`config.mk`:
```
export PLATFORM = sky130hd
export DESIGN_NAME = hazard_unit
export DESIGN_NICKNAME = d
export VERILOG_FILES = /design/src/rtl/hazard_unit.sv
export SDC_FILE = /design/constraint.sdc
export NUM_CORES = 1
export LEC_CHECK = 0
export CORE_MARGIN = 2
export CORE_UTILIZATION = 45
export CTS_CLUSTER_SIZE = 40
export DETAILED_ROUTE_END_ITERATION = 10
export PLACE_DENSITY = 0.74
export SLEW_MARGIN = 15
export SYNTH_ARGS = -nofsm -noshare
export SYNTH_HDL_FRONTEND = slang
export SYNTH_SLANG_ARGS = --single-unit
```
`constraint.sdc`:
```
create_clock -name clk -period 3.4 [get_ports clk]
set_input_delay 0.68 -clock clk [delete_from_list [all_inputs] [get_ports clk]]
set_output_delay 0.68 -clock clk [all_outputs]
set_load 0.02 [all_outputs]
```
`src/rtl/hazard_unit.sv`:
```
// ---------------------------------------------------------------------------
// hazard_unit
//
// Stall and forwarding controller for the five-stage MIPS pipeline. It decodes
// the instruction in the F/D register and keeps a shadow record of every
// in-flight register write in the E, M and W stages. Each record carries the
// destination register (a3) and a Tnew countdown. The countdown gives the
// number of cycles until the result can be forwarded.
//
// Ports
//   clk        in   1   core clock, rising-edge
//   reset      in   1   asynchronous active-high clear of all tracking state
//   instr_d    in  32   instruction held in the F/D register
//   stall      out  1   freeze PC and F/D, bubble into D/E
//   fwd_rs_d   out  2   D operand select: 0 GRF, 1 E link value, 2 M ALU result
//   fwd_rt_d   out  2   same, for rt
//   fwd_rs_e   out  2   ALU operand select: 0 latched, 1 M result, 2 W data
//   fwd_rt_e   out  2   same, for rt
//   fwd_rt_m   out  1   DM write data select: 0 latched, 1 W data
//   stall_cnt  out 32   stall-cycle counter, only when HAZARD_STALL_CNT_EN
//
// Build option
//   HAZARD_STALL_CNT_EN  adds the stall_cnt port and its wrapping counter.
// ---------------------------------------------------------------------------
module hazard_unit (
    input  logic        clk,
    input  logic        reset,
    input  logic [31:0] instr_d,
    output logic        stall,
    output logic [1:0]  fwd_rs_d,
    output logic [1:0]  fwd_rt_d,
    output logic [1:0]  fwd_rs_e,
    output logic [1:0]  fwd_rt_e,
    output logic        fwd_rt_m
`ifdef HAZARD_STALL_CNT_EN
    ,
    output logic [31:0] stall_cnt
`endif
);

    localparam logic [5:0] OP_RTYPE  = 6'h00;
    localparam logic [5:0] OP_REGIMM = 6'h01;
    localparam logic [5:0] OP_JAL    = 6'h03;
    localparam logic [5:0] OP_BEQ    = 6'h04;
    localparam logic [5:0] OP_ORI    = 6'h0D;
    localparam logic [5:0] OP_LUI    = 6'h0F;
    localparam logic [5:0] OP_LW     = 6'h23;
    localparam logic [5:0] OP_SW     = 6'h2B;
    localparam logic [5:0] FN_JR     = 6'h08;
    localparam logic [5:0] FN_ADD    = 6'h20;
    localparam logic [5:0] FN_SUB    = 6'h22;
    localparam logic [4:0] RT_BGEZAL = 5'h11;

    // Tuse of 3 marks an operand that is never read. It is larger than any
    // Tnew, so such an operand can never stall.
    localparam logic [1:0] TUSE_NONE = 2'd3;

    logic [5:0] opcode;
    logic [5:0] funct;
    logic [4:0] rsD;
    logic [4:0] rtD;
    logic [4:0] rdD;
    logic       unusedShamt;

    assign opcode      = instr_d[31:26];
    assign rsD         = instr_d[25:21];
    assign rtD         = instr_d[20:16];
    assign rdD         = instr_d[15:11];
    assign funct       = instr_d[5:0];
    assign unusedShamt = ^instr_d[10:6];

    logic [1:0] tuseRs;
    logic [1:0] tuseRt;
    logic [4:0] a3D;
    logic [1:0] tnewD;

    // Slot registers. W's Tnew is always 0 by the time it arrives, so W
    // only needs its destination. M keeps rt for the store-data forward.
    logic [4:0] eA3_q, eA3_d;
    logic [1:0] eTnew_q, eTnew_d;
    logic [4:0] eRs_q, eRs_d;
    logic [4:0] eRt_q, eRt_d;
    logic [4:0] mA3_q;
    logic [1:0] mTnew_q;
    logic [4:0] mRt_q;
    logic [4:0] wA3_q;

    function automatic logic hit(input logic [4:0] addr, input logic [4:0] a3);
        return (addr != 5'd0) && (addr == a3);
    endfunction

    function automatic logic [1:0] satDec(input logic [1:0] t);
        return (t == 2'd0) ? 2'd0 : t - 2'd1;
    endfunction

    // Instruction decode: operand use times, destination and Tnew at E entry.
    // bgezal writes $31 whether or not the branch is taken. Its rt field is
    // a sub-opcode, not a register read.
    always_comb begin
        tuseRs = TUSE_NONE;
        tuseRt = TUSE_NONE;
        a3D    = 5'd0;
        tnewD  = 2'd0;
        case (opcode)
            OP_RTYPE: begin
                case (funct)
                    FN_ADD, FN_SUB: begin
                        tuseRs = 2'd1;
                        tuseRt = 2'd1;
                        a3D    = rdD;
                        tnewD  = 2'd1;
                    end
                    FN_JR: tuseRs = 2'd0;
                    default: ;
                endcase
            end
            OP_ORI: begin
                tuseRs = 2'd1;
                a3D    = rtD;
                tnewD  = 2'd1;
            end
            OP_LUI: begin
                a3D   = rtD;
                tnewD = 2'd1;
            end
            OP_LW: begin
                tuseRs = 2'd1;
                a3D    = rtD;
                tnewD  = 2'd2;
            end
            OP_SW: begin
                tuseRs = 2'd1;
                tuseRt = 2'd2;
            end
            OP_BEQ: begin
                tuseRs = 2'd0;
                tuseRt = 2'd0;
            end
            OP_JAL: a3D = 5'd31;
            OP_REGIMM: begin
                if (rtD == RT_BGEZAL) begin
                    tuseRs = 2'd0;
                    a3D    = 5'd31;
                end
            end
            default: ;
        endcase
    end

    // Stall when a producer in E or M will not have its result ready by the
    // time D's operand is needed. W is always ready, so it is excluded.
    always_comb begin
        logic stallRs;
        logic stallRt;
        stallRs = (hit(rsD, eA3_q) && (eTnew_q > tuseRs)) ||
                  (hit(rsD, mA3_q) && (mTnew_q > tuseRs));
        stallRt = (hit(rtD, eA3_q) && (eTnew_q > tuseRt)) ||
                  (hit(rtD, mA3_q) && (mTnew_q > tuseRt));
        stall   = stallRs | stallRt;
    end

    // D-stage forwarding. Only ready producers are selected, and the nearer
    // stage is checked first. W is covered by GRF write-through.
    always_comb begin
        fwd_rs_d = 2'd0;
        fwd_rt_d = 2'd0;
        if (tuseRs != TUSE_NONE) begin
            if (hit(rsD, eA3_q) && (eTnew_q == 2'd0)) begin
                fwd_rs_d = 2'd1;
            end else if (hit(rsD, mA3_q) && (mTnew_q == 2'd0)) begin
                fwd_rs_d = 2'd2;
            end
        end
        if (tuseRt != TUSE_NONE) begin
            if (hit(rtD, eA3_q) && (eTnew_q == 2'd0)) begin
                fwd_rt_d = 2'd1;
            end else if (hit(rtD, mA3_q) && (mTnew_q == 2'd0)) begin
                fwd_rt_d = 2'd2;
            end
        end
    end

    // E-stage ALU operand and M-stage store-data forwarding.
    always_comb begin
        fwd_rs_e = 2'd0;
        fwd_rt_e = 2'd0;
        if (hit(eRs_q, mA3_q) && (mTnew_q == 2'd0)) begin
            fwd_rs_e = 2'd1;
        end else if (hit(eRs_q, wA3_q)) begin
            fwd_rs_e = 2'd2;
        end
        if (hit(eRt_q, mA3_q) && (mTnew_q == 2'd0)) begin
            fwd_rt_e = 2'd1;
        end else if (hit(eRt_q, wA3_q)) begin
            fwd_rt_e = 2'd2;
        end
        fwd_rt_m = hit(mRt_q, wA3_q);
    end

    // Next E-slot contents. A stalled cycle injects an all-zero bubble.
    always_comb begin
        eA3_d   = a3D;
        eTnew_d = tnewD;
        eRs_d   = rsD;
        eRt_d   = rtD;
        if (stall) begin
            eA3_d   = 5'd0;
            eTnew_d = 2'd0;
            eRs_d   = 5'd0;
            eRt_d   = 5'd0;
        end
    end

    // The slot pipeline advances every cycle. Reset clears it immediately, so
    // a pending stall drops without waiting for a clock edge.
    always_ff @(posedge clk or posedge reset) begin
        if (reset) begin
            eA3_q   <= 5'd0;
            eTnew_q <= 2'd0;
            eRs_q   <= 5'd0;
            eRt_q   <= 5'd0;
            mA3_q   <= 5'd0;
            mTnew_q <= 2'd0;
            mRt_q   <= 5'd0;
            wA3_q   <= 5'd0;
        end else begin
            eA3_q   <= eA3_d;
            eTnew_q <= eTnew_d;
            eRs_q   <= eRs_d;
            eRt_q   <= eRt_d;
            mA3_q   <= eA3_q;
            mTnew_q <= satDec(eTnew_q);
            mRt_q   <= eRt_q;
            wA3_q   <= mA3_q;
        end
    end

`ifdef HAZARD_STALL_CNT_EN
    logic [31:0] stallCnt_q;

    // Counts stalled cycles. The count wraps naturally at 2^32.
    always_ff @(posedge clk or posedge reset) begin
        if (reset) begin
            stallCnt_q <= 32'd0;
        end else if (stall) begin
            stallCnt_q <= stallCnt_q + 32'd1;
        end
    end

    assign stall_cnt = stallCnt_q;
`endif

endmodule

```
# --- Word-level counts from Yosys, hierarchy flattened ---
# Cells that the tools add are included.
totals:
  inputBits: 34
  elab_cells: 94
  out_inout_bits: 10
  regBits: 34
op_classes:
  magnitude_cmp: 4
  muxes: 25
  addsub: 1
  bitwise_logic: 1
  reduce_logical: 33
  n_eq_ne: 22
ops:
  columns: ["cell", "n"]
  rows:
  - ["$eq A5 B5 Y1", 9]
  - ["$mux W2", 14]
  - ["$mux W5", 5]
  - ["$reduce_bool A5 Y1", 5]
  - ["$eq A6 B6 Y1 const B", 4]
  - ["$pmux W5 S4", 1]
  - ["$logic_and A1 B1 Y1", 19]
  - ["$eq A6 B4 Y1 const B", 3]
  - ["$pmux W2 S3", 2]
  - ["$gt A2 B2 Y1", 4]
  - ["$pmux W2 S4", 1]
  - ["$eq A6 B1 Y1 const B", 1]
  - ["$eq A6 B2 Y1 const B", 1]
  - ["$eq A6 B3 Y1 const B", 1]
  - ["$logic_not A6 Y1", 1]
  - ["$reduce_or A3 Y1", 2]
  - ["$eq A5 B5 Y1 const B", 1]
  - ["$logic_not A2 Y1", 2]
  - ["$ne A2 B2 Y1 const B", 2]
  - ["$pmux W2 S2", 1]
  - ["$reduce_or A2 Y1", 2]
  - ["$logic_or A1 B1 Y1", 2]
  - ["$sub A2 B1 Y2 const B", 1]
  - ["$mux W1", 1]
  - ["$or A1 B1 Y1", 1]

# --- Longest topological paths before layout ---
# Gate-level depths: netlist of run 1.
logic_depth:
  depth_word: 9
  depth_mapped: 12
  ltp_nobuf: 12

# --- Least setup slack after synthesis of run 1 ---
# Ideal clock, no wire load.
synth_path:
  path_kind: "input port to output port"
  from: "input port instr_d[27]"
  to: "output port stall"
  t_arrival_ns: 2.753
  cell_stages: 10
  path_buffers: 0
  slack_ns: -0.033
  required_ns: 2.720
  path_cell_list: "or3_4 -> or3b_1 -> a21oi_1 -> nor2_1 -> a21oi_1 -> ha_1 -> nor2b_1 -> o2111ai_1 -> and4_4 -> inv_2"
synth_between:
  elab_chain_len: 7
  elab_cells_between_ends: 20
  cone_classes: "order compare: 4; eq/ne: 5; mux: 2; bitwise: 1; reduce/logical: 8"
synth_lines:
  columns: ["item", "line", "source"]
  rows:
  - ["start: declaration", "28", "input logic [31:0] instr_d,"]
  - ["$eq A6 B6 Y1 / $eq A6 B4 Y1 (equally long branches)", "104", "case (opcode)"]
  - ["$reduce_or A3 Y1 (no line)", null, null]
  - ["$pmux W2 S4", "104", null]
  - ["$gt A2 B2 Y1, on equally long branches", "155, 156", null]
  - ["$logic_and A1 B1 Y1, on equally long branches", "155, 156", null]
  - ["$logic_or A1 B1 Y1", "155", "stallRs = (hit(rsD, eA3_q) && (eTnew_q > tuseRs)) ||"]
  - ["$or A1 B1 Y1 *", "159", "stall = stallRs | stallRt;"]
  - ["end: declaration", "29", "output logic stall,"]
# Mark *: on every way between the ends. The rest lies on a longest branch, timed or not.

# --- Final worst setup path of run 1 ---
layout_path:
  from: "input port instr_d[31]"
  to: "output port stall"
# The elaborated chain is that of the path after synthesis.

==> flow_summary_export.csv, run 1 <==
group,metric,value,unit
run_status,outcome,"finished, violations left",
run_status,violations,"negative setup slack",
setup_path,arrival,2.94,ns
setup_path,cp-startpoint,"instr_d[31]",
synthesis,synth_edf_count,0,
setup_path,path_class,"in -> out",
clocking,cts.sinks,34,
floorplan,die_x,72.6,um
setup_path,critPathLaunchType,"input pin",
grt,grt_pass1_vias,1836,
place,dpl-instance-area,2800,sq um
clocking,cts_root_buf,"clkbuf_8",
detailed_routing,routed-wl-met2,2570,um
timing,fin_crit,3.62,ns
synthesis,yosys.area.top_type,"dfrtp_1",
detailed_routing,routed_wl,5110,um
clocking,postCtsHoldBufs,0,
detailed_routing,dr_wl_met3,174,um
clocking,clkSlewWorstSetupHoldPaths,0.08,ns
timing,finalCritPeriodShare,107,%
clocking,numCtsBuffers,5,
floorplan,ios,44,
clocking,clk_path_buf_depth,2,
synthesis,synth_flop_cell,"dfrtp_1",
cells_and_area,drive_gt1_share,25.0,%
setup_path,cp.depth,12,
worst_hold_path,whs_path_depth,0,
synthesis,synth_area_leaders,"dfrtp_1 (40%), xnor2_1 (8.7%), xor2_1 (8.7%)",
setup_path,endpoint_kind,"output pin",
setup_path,crit_required,2.72,ns
setup_path,r2r-start,"mA3_q[2]",
synthesis,synth.avg_cell_area,9.76,sq um
clocking,cts_tree,"done",
worst_hold_path,hold_path_class,"reg -> reg",
synthesis,synth_top_area_share,40.2,%
detailed_routing,dr.pass1.iters,4,
synthesis,netlist_instances,217,
synthesis,synth_cell_types,45,
power_and_ir_drop,power.density,321,nW/um^2
synthesis,synth_warnings,0,
setup_path,path_common_cell,"buf_6",
run,maxCapViolCount,0,
grt,grt_pass1_wl,8470,um
floorplan,initial_core_util,47.6,%
power_and_ir_drop,vdd_drop_max,0.210,mV
worst_hold_path,hold_path_startpoint,"eRt_q[1]",
detailed_routing,drt_iter0_markers,142,
detailed_routing,vias,1863,
place,io_buffers,38,
timing,skew,0.00675,ns
timing,hold_violations,0,
synthesis,synth_area,2120,sq um
place,hpwl,3890,um
timing,max_freq,276,MHz
grt,gr-total-overflow,0,
setup_path,critPathTopFamily,"simple AND/OR/NAND/NOR gates",
cells_and_area,nets,337,
detailed_routing,top_layer,"met4",
setup_path,worstPathMaxFanout,3,
timing,relSlewSlack,64.0,%
synthesis,ys_seq_area_share,40.2,%
floorplan,die_y,72.6,um
clocking,insertion_delay,0.28,ns
timing,rsz0062_at_grt,"true",
setup_path,crit_chain,"buf_6, or3_4, or3b_4, a21oi_4, nor2_2, a21oi_2, ha_1, nor2b_4, o2111ai_2, and4_4, inv_4, buf_6",
timing,drv_slew,0,
timing,holdWs,0.448,ns
detailed_routing,wl_per_cell,14.7,um
cells_and_area,syn_to_final_growth,42.3,%
power_and_ir_drop,p_leak,0.00131,uW
floorplan,rows,24,
timing,tightestPinTransition,0.535,ns
setup_path,crit_path_top_delay_cell,"or3_4",
power_and_ir_drop,total_power,968,uW
floorplan,coreArea,4440,sq um
timing,setup_ws,-0.221,ns
cells_and_area,antenna_cells,0,
grt,grt_max_degree,35,
synthesis,async_flop_share,100,%
setup_path,path_buf_inv,3,
setup_path,worst_r2r_path_depth,6,
place,gp_congestion,0.858,
detailed_routing,vias_per_cell,5.35,
detailed_routing,wl_met1,2290,um
synthesis,ys_ff_latch,34,
setup_path,critPathMaxStageDelay,0.40,ns
grt,grt_use_total,20.8,%
synthesis,syn_nets,259,
detailed_routing,drcViolationCount,0,
floorplan,die-area,5270,sq um
grt,antenna_found_initial,0,
timing,setup_viol,1,
cells_and_area,design_area,3010,sq um
clocking,cts_max_level,2,
detailed_routing,ant_nets,0,
final timing paths:
kind,to,slack [ns]
max,stall,-0.22
min,mRt_q[1],0.45
max reg2reg,eRs_q[1],1.47
min reg2reg,mRt_q[1],0.45
max in group asynchronous,mTnew_q[1],2.33
min in group asynchronous,eRt_q[1],0.77
through the flow:
stage	instances	setup TNS, ns	util [%]	worst slack, ns
6_report	348	-0.221	67.8	-0.221
5_1_grt	348	-0.334	67.8	-0.334
4_1_cts	347	-0.221	67.0	-0.221
3_5_place_dp	336	-5.38	63.0	-1.04
3_3_place_gp	336	-3.86	63.0	-0.976
2_1_floorplan	217	-0.0103	-	-0.0103
kinds of logic after synthesis:
logic type / after synthesis / synth area share, %
and+or+nand+nor: 86 / 24.3
xor gates and xnor gates: 42 / 17.4
DFF: 34 / 40.2
AOI/OAI and AO/OA: 31 / 10.2
buffers and inverters: 16 / 3.19
adders and majority gates: 8 / 4.73
where the power goes:
| part | switching [uW] | internal [uW] | total [uW] |
|---|---|---|---|
| Clock | 151 | 218 | 369 |
| Combinational | 72.7 | 90.7 | 163 |
| Sequential | 18.0 | 418 | 436 |
| Total | 241 | 727 | 968 |
routing by layer:
| metal | up-vias | track usage (%) |
|---|---|---|
| li1 | 920 | - |
| met1 | 889 | 26.4 |
| met2 | 46 | 35.7 |
| met3 | 8 | 3.31 |
| met4 | 0 | 7.61 |
| met5 | - | 0 |
final cells by class:
class                           instances  area (sq um)
Clock inverter                          3          45.0
Tap cell                               52          65.1
Fill cell                             347          1430
Clock buffer                            5          68.8
Timing Repair Buffer                   76           641
Multi-Input combinational cell        167          1300
Sequential cell                        34           851
Inverter                               11          43.8
synthesized netlist by cell type (5+ instances only):
library cell and number:
nor3_1 9, a21oi_1 6, xnor2_1 21, or4_1 5, a31oi_1 5, xor2_1 21
ha_1 8, nand2_1 15, inv_1 10, and2_1 10, nand3_1 7, nor2_1 14
dfrtp_1 34, nor4_1 6, o21ai_0 5
cells in the final DEF (no fill, tap or decap), drive strengths merged, types with 2 or more instances in the layout:
master,Yosys,routed
dlygate4sd2,0,14
nor2,14,14
buf,1,42
nand3,7,7
a211oi,2,2
or3b,2,2
and2,11,11
a21oi,6,6
nor2b,4,4
nor3,9,9
nor4,8,8
o21ai,5,5
ha,8,8
o2111ai,2,2
dfrtp,34,34
clkinvlp,0,2
xor2,21,21
xnor2,21,21
nand2,15,15
clkdlybuf4s50,0,20
o211ai,2,2
nand4,2,2
or3,2,2
a31oi,5,5
a2111o,2,2
or4,5,5
inv,11,11
clkbuf,4,5
registers in the layout (all words and copies together) (netlist names):
name / count
eTnew_q: 2
mTnew_q: 2
mA3_q: 5
mRt_q: 5
wA3_q: 5
eA3_q: 5
eRs_q: 5
eRt_q: 5
timing repair:
item,4_1_cts,5_1_grt
buffers inserted,3,1
gates resized for setup,46,5
endpoints found under the setup margin,5,1
pin swaps,15,4
(Power assumes the default switching activity.)
==> inputs of run 2 (changes only) <==
CTS_CLUSTER_SIZE = 12   (was 40)
==> results of run 2 <==
Same layout as run 1: the final DEF is identical, and so are final timing and power.
